**src/rtl/shift_add_multiplier.sv**
```systemverilog
// rtl/shift_add_multiplier.sv - sequential two's-complement shift/add multiplier on a ripple-carry adder

module ripple_adder #(
    parameter int N = 9
) (
    input  logic [N-1:0] i_a,
    input  logic [N-1:0] i_b,
    input  logic         i_cin,
    output logic [N-1:0] o_sum
);
    // The carry out of the top bit is never needed, so the chain stops at bit N-1.
    logic [N-1:0] w_c;

    assign w_c[0] = i_cin;

    for (genvar i = 0; i < N; i++) begin : g_bit
        assign o_sum[i] = i_a[i] ^ i_b[i] ^ w_c[i];
        if (i < N - 1) begin : g_carry
            assign w_c[i+1] = (i_a[i] & i_b[i]) | (i_a[i] & w_c[i]) | (i_b[i] & w_c[i]);
        end
    end
endmodule

module shift_add_multiplier #(
    parameter int WIDTH = 8
) (
    input  logic             Clk,
    input  logic             Reset,
    input  logic             Run,
    input  logic             ClearA_LoadB,
    input  logic [WIDTH-1:0] S,
    output logic [WIDTH-1:0] Aval,
    output logic [WIDTH-1:0] Bval,
    output logic             Xval,
    output logic             Done
);
    localparam int CW = (WIDTH > 1) ? $clog2(WIDTH) : 1;
    localparam logic [CW-1:0] LAST = CW'(WIDTH - 1);

    typedef enum logic [2:0] {IDLE, CLR, ADD, SHIFT, DONE} state_t;

    state_t          r_state;
    state_t          w_next;
    logic [WIDTH-1:0] r_a;
    logic [WIDTH-1:0] r_b;
    logic [WIDTH-1:0] r_m;
    logic             r_x;
    logic [CW-1:0]    r_cnt;

    logic             w_last;
    logic [WIDTH:0]   w_aext;
    logic [WIDTH:0]   w_mext;
    logic [WIDTH:0]   w_addb;
    logic [WIDTH:0]   w_sum;

    // The final multiplier bit carries negative weight, so that step subtracts M.
    assign w_last = (r_cnt == LAST);
    assign w_aext = {r_a[WIDTH-1], r_a};
    assign w_mext = {r_m[WIDTH-1], r_m};
    assign w_addb = w_last ? ~w_mext : w_mext;

    ripple_adder #(.N(WIDTH + 1)) u_adder (
        .i_a   (w_aext),
        .i_b   (w_addb),
        .i_cin (w_last),
        .o_sum (w_sum)
    );

    always_ff @(posedge Clk) begin
        if (Reset) begin
            r_state <= IDLE;
        end else begin
            r_state <= w_next;
        end
    end

    always_comb begin
        w_next = r_state;
        case (r_state)
            IDLE:    if (Run) w_next = CLR;
            CLR:     w_next = ADD;
            ADD:     w_next = SHIFT;
            SHIFT:   w_next = w_last ? DONE : ADD;
            DONE:    if (!Run) w_next = IDLE;
            default: w_next = IDLE;
        endcase
    end

    always_ff @(posedge Clk) begin
        if (Reset) begin
            r_a   <= '0;
            r_b   <= '0;
            r_m   <= '0;
            r_x   <= 1'b0;
            r_cnt <= '0;
        end else begin
            case (r_state)
                IDLE: begin
                    if (!Run && ClearA_LoadB) begin
                        r_a <= '0;
                        r_x <= 1'b0;
                        r_b <= S;
                    end
                end
                CLR: begin
                    r_a   <= '0;
                    r_x   <= 1'b0;
                    r_m   <= S;
                    r_cnt <= '0;
                end
                ADD: begin
                    if (r_b[0]) begin
                        {r_x, r_a} <= w_sum;
                    end
                end
                SHIFT: begin
                    r_a <= {r_x, r_a[WIDTH-1:1]};
                    r_b <= {r_a[0], r_b[WIDTH-1:1]};
                    if (!w_last) r_cnt <= r_cnt + 1'b1;
                end
                default: ;
            endcase
        end
    end

    assign Aval = r_a;
    assign Bval = r_b;
    assign Xval = r_x;
    assign Done = (r_state == DONE);
endmodule

```
**config.mk**
```make
export PLATFORM = sky130hd
export DESIGN_NAME = shift_add_multiplier
export DESIGN_NICKNAME = d
export VERILOG_FILES = /design/src/rtl/shift_add_multiplier.sv
export SDC_FILE = /design/constraint.sdc
export NUM_CORES = 1
export LEC_CHECK = 0
export BUFFER_PORTS_ARGS = -buffer_cell sky130_fd_sc_hd__buf_2
export CAP_MARGIN = 20
export CORE_MARGIN = 2
export CORE_UTILIZATION = 25
export CTS_BUF_LIST = sky130_fd_sc_hd__clkbuf_2 sky130_fd_sc_hd__clkbuf_4 sky130_fd_sc_hd__clkbuf_8
export DETAILED_ROUTE_END_ITERATION = 6
export PLACE_DENSITY = 0.48
export SLEW_MARGIN = 0
export SYNTH_ARGS = -nofsm -noshare
export SYNTH_HDL_FRONTEND = slang
export SYNTH_SLANG_ARGS = --single-unit
```
**constraint.sdc**
```tcl
create_clock -name Clk -period 5.4 [get_ports Clk]
set_clock_uncertainty 0.05 [all_clocks]
set_input_delay 1.08 -clock Clk [delete_from_list [all_inputs] [get_ports Clk]]
set_output_delay 1.08 -clock Clk [all_outputs]
set_load 0.02 [all_outputs]
```
==> results_dict.tcl <==
set metrics [dict create \
    setup_tns_ps 0 \
    place.gp.congestion 0.789 \
    reg2reg_from "r_cnt[0]" \
    drtAntennaViolNets 0 \
    num-fill-cells 727 \
    cts_buffer_depth 2 \
    wl_per_cell_um 14.0 \
    dieArea_mm2 0.00787 \
    via_per_inst 4.72 \
    dp_slack_ps 1110 \
    grt-ovfl-total 0 \
    period_minus_slack_ps 4340 \
    yosysUniqueCellTypes 36 \
    area_growth_pct 17.7 \
    synthFlopType "dfxtp_1" \
    slowest_stage "fa_1" \
    status "finished, final reports clean" \
    dp_hpwl_um 3170 \
    cts_resized 0 \
    regToRegEndpoint "Aval[7]" \
    hold_viol_final 0 \
    route.detailed.drc 0 \
    slew_violations 0 \
    clk_pin_slew_ps 80 \
    grtUsageTotal 0.122 \
    antenna_cells 0 \
    crit_chain "ha_1, ha_1, mux2_2, fa_1, fa_1, fa_1, inv_1, fa_1, inv_1, fa_1, fa_1, inv_1, fa_1, nor2_1, o21ai_1, mux2i_1" \
    synthCells 201 \
    yosysTopAreaCell "dfxtp_1" \
    setup.worst_path.end "Aval[7]" \
    rr_worst_depth 16 \
    htree_levels 2 \
    fmax_mhz 231 \
    yosysTopAreaCellShare 0.346 \
    drt_iter0_drc 85 \
    powerDensity_mw_per_mm2 260 \
    hold_buffers 0 \
    synth_area_leaders "dfxtp_1, fa_1, nand2_1" \
    synth_edf_count 0 \
    worstPathMaxFanout 12 \
    clk_latency_ps 280 \
    die_width_um 88.7 \
    portBuffers 29 \
    layout_setup_ws_ps 1060 \
    post_cts_buffers 0 \
    avgSynthCellArea_um2 8.92 \
    grt_pass1_vias 1442 \
    holdWs_ps 422 \
    seq_area_frac_synth 0.346 \
    required_ps 5560 \
    cts-root-buf "clkbuf_8" \
    cts_inserted_buffers 5 \
    syn-cell-area_mm2 0.00179 \
    rsz0062_at_grt "no" \
    num_rows 30 \
    start_kind "flop" \
    crit_arrival_ps 4500 \
    setup_viol 0 \
    crit_start "r_cnt[0]" \
    hold_class "flop to flop" \
    antenna_found_initial 0 \
    cts_tree "done" \
    core_mm2 0.00687 \
    crit_top_cell "fa_1" \
    vias 1515 \
    slew_headroom 0.325 \
    worstSetupPathType "flop to flop" \
    max_stage_delay_ps 410 \
    grt_start_max_net_pins 34 \
    clock-sinks 31 \
    leakage_nw 0.821 \
    synth_seq_cells 31 \
    initial_core_util 0.261 \
    nets 245 \
    ir_worst_vdd_mv 0.114 \
    ys_warn_count 0 \
    io_pins 30 \
    grt_pass1_wl_um 7290 \
    r2r_slack_ps 1060 \
    endpoint_kind "flop" \
    fin_util 0.307 \
    drive_above_1_share 0.213 \
    wl_um 4510 \
    async_flop_share 0 \
    syn-num-nets 222 \
    max_cap_viol_count 0 \
    tightest_slew_ps 1010 \
    die_h_um 88.7 \
    post-route-period-util 0.803 \
    first_pass_iters 4 \
]
sequential cells by signal, summed over array words and instances (netlist names):
name,count
r_cnt,3
r_m,8
Bval,8
Aval,8
r_state,3
Xval,1
synthesized netlist by cell type, drive strengths merged, types with 2 or more instances:
| cell type | count |
|---|---|
| buf | 6 |
| nor3b | 5 |
| nand2b | 10 |
| nor2 | 6 |
| dfxtp | 31 |
| xor2 | 6 |
| or3b | 2 |
| nand3b | 8 |
| inv | 5 |
| mux2i | 7 |
| nand2 | 32 |
| o32ai | 2 |
| a22oi | 2 |
| a211oi | 2 |
| and2 | 4 |
| fa | 7 |
| mux2 | 6 |
| a21oi | 14 |
| clkbuf | 7 |
| ha | 2 |
| a41oi | 7 |
| o21ai | 2 |
| nand3 | 19 |
kinds of logic after synthesis:
group                    after synthesis  share of synthesized area
adder cells (fa/ha/maj)                9                     0.0921
XOR/XNOR                               7                     0.0342
multiplexers                          13                     0.0768
buffers and inverters                 18                     0.0447
AND/OR/NAND/NOR                       92                      0.286
AO/OA/AOI/OAI                         31                      0.120
flip-flops                            31                      0.346
stage by stage:
stage / cell area, um2 / std cells / power (W)
6_report: 2110 / 321 / 0.000548
5_1_grt: 2110 / 321 / 0.000574
4_1_cts: 2110 / 321 / 0.000555
3_5_place_dp: 2000 / 313 / 0.000320
3_3_place_gp: 2000 / 313 / 0.000321
2_1_floorplan: 1790 / 201 / 0.000300
report_power, final:
part | internal (W) | switching [W] | total, W
clock | 0.000137 | 0.0000959 | 0.000233
sequential | 0.000237 | 0.0000137 | 0.000251
combinational | 0.0000266 | 0.0000370 | 0.0000636
total | 0.000401 | 0.000147 | 0.000548
critical path, delay by kind of cell, from the launching register on:
kind | cells | cell delay, ps
AOI/OAI and AO/OA | 1 | 70
and+or+nand+nor | 1 | 100
adders and majority gates | 9 | 3010
buffers and inverters | 3 | 200
muxes | 2 | 490
DFF | 1 | 320
how the worst min path moves through the flow:
stage / from / end / slack [ps] / cells after the start
global route: r_m[6] / r_m[6] / 450 / 2
detailed placement: r_m[7] / r_m[7] / 410 / 2
global placement: r_m[6] / r_m[6] / 410 / 2
floorplan: r_m[1] / r_m[1] / 400 / 2
CTS: r_m[7] / r_m[7] / 420 / 2
finish: r_m[7] / r_m[7] / 420 / 2
cell usage in the layout (no fill, tap or decap), types with 2 or more instances in the layout:
cell	count
nand3b_1	8
nor2_1	6
inv_1	5
nand2_1	32
fa_1	7
xor2_1	6
nor3b_1	2
buf_2	29
nand2b_1	10
nor3b_2	3
o21ai_1	2
mux2_2	6
a211oi_1	2
a41oi_1	7
and2_1	4
a22oi_1	2
o32ai_1	2
ha_1	2
clkbuf_8	5
nand3_1	19
a21oi_1	13
mux2i_1	7
dfxtp_1	31
metal layers:
layer	track usage	share of wire	vias to the layer above
li1	-	-	759
met1	0.181	0.52	709
met2	0.171	0.42	42
met3	0.0373	0.049	5
met4	0.0303	0.0084	0
met5	0	0	-
layout make-up:
type,count,area (um2),area share
clock buffer,5,68.8,0.0326
clock inverter,3,43.8,0.0208
inverter,5,18.8,0.00890
timing repair buffer,29,145,0.0688
multi-input combinational,152,1090,0.518
tap,96,120,0.0569
sequential,31,621,0.294
No activity file was read; power rests on OpenSTA's default activity.
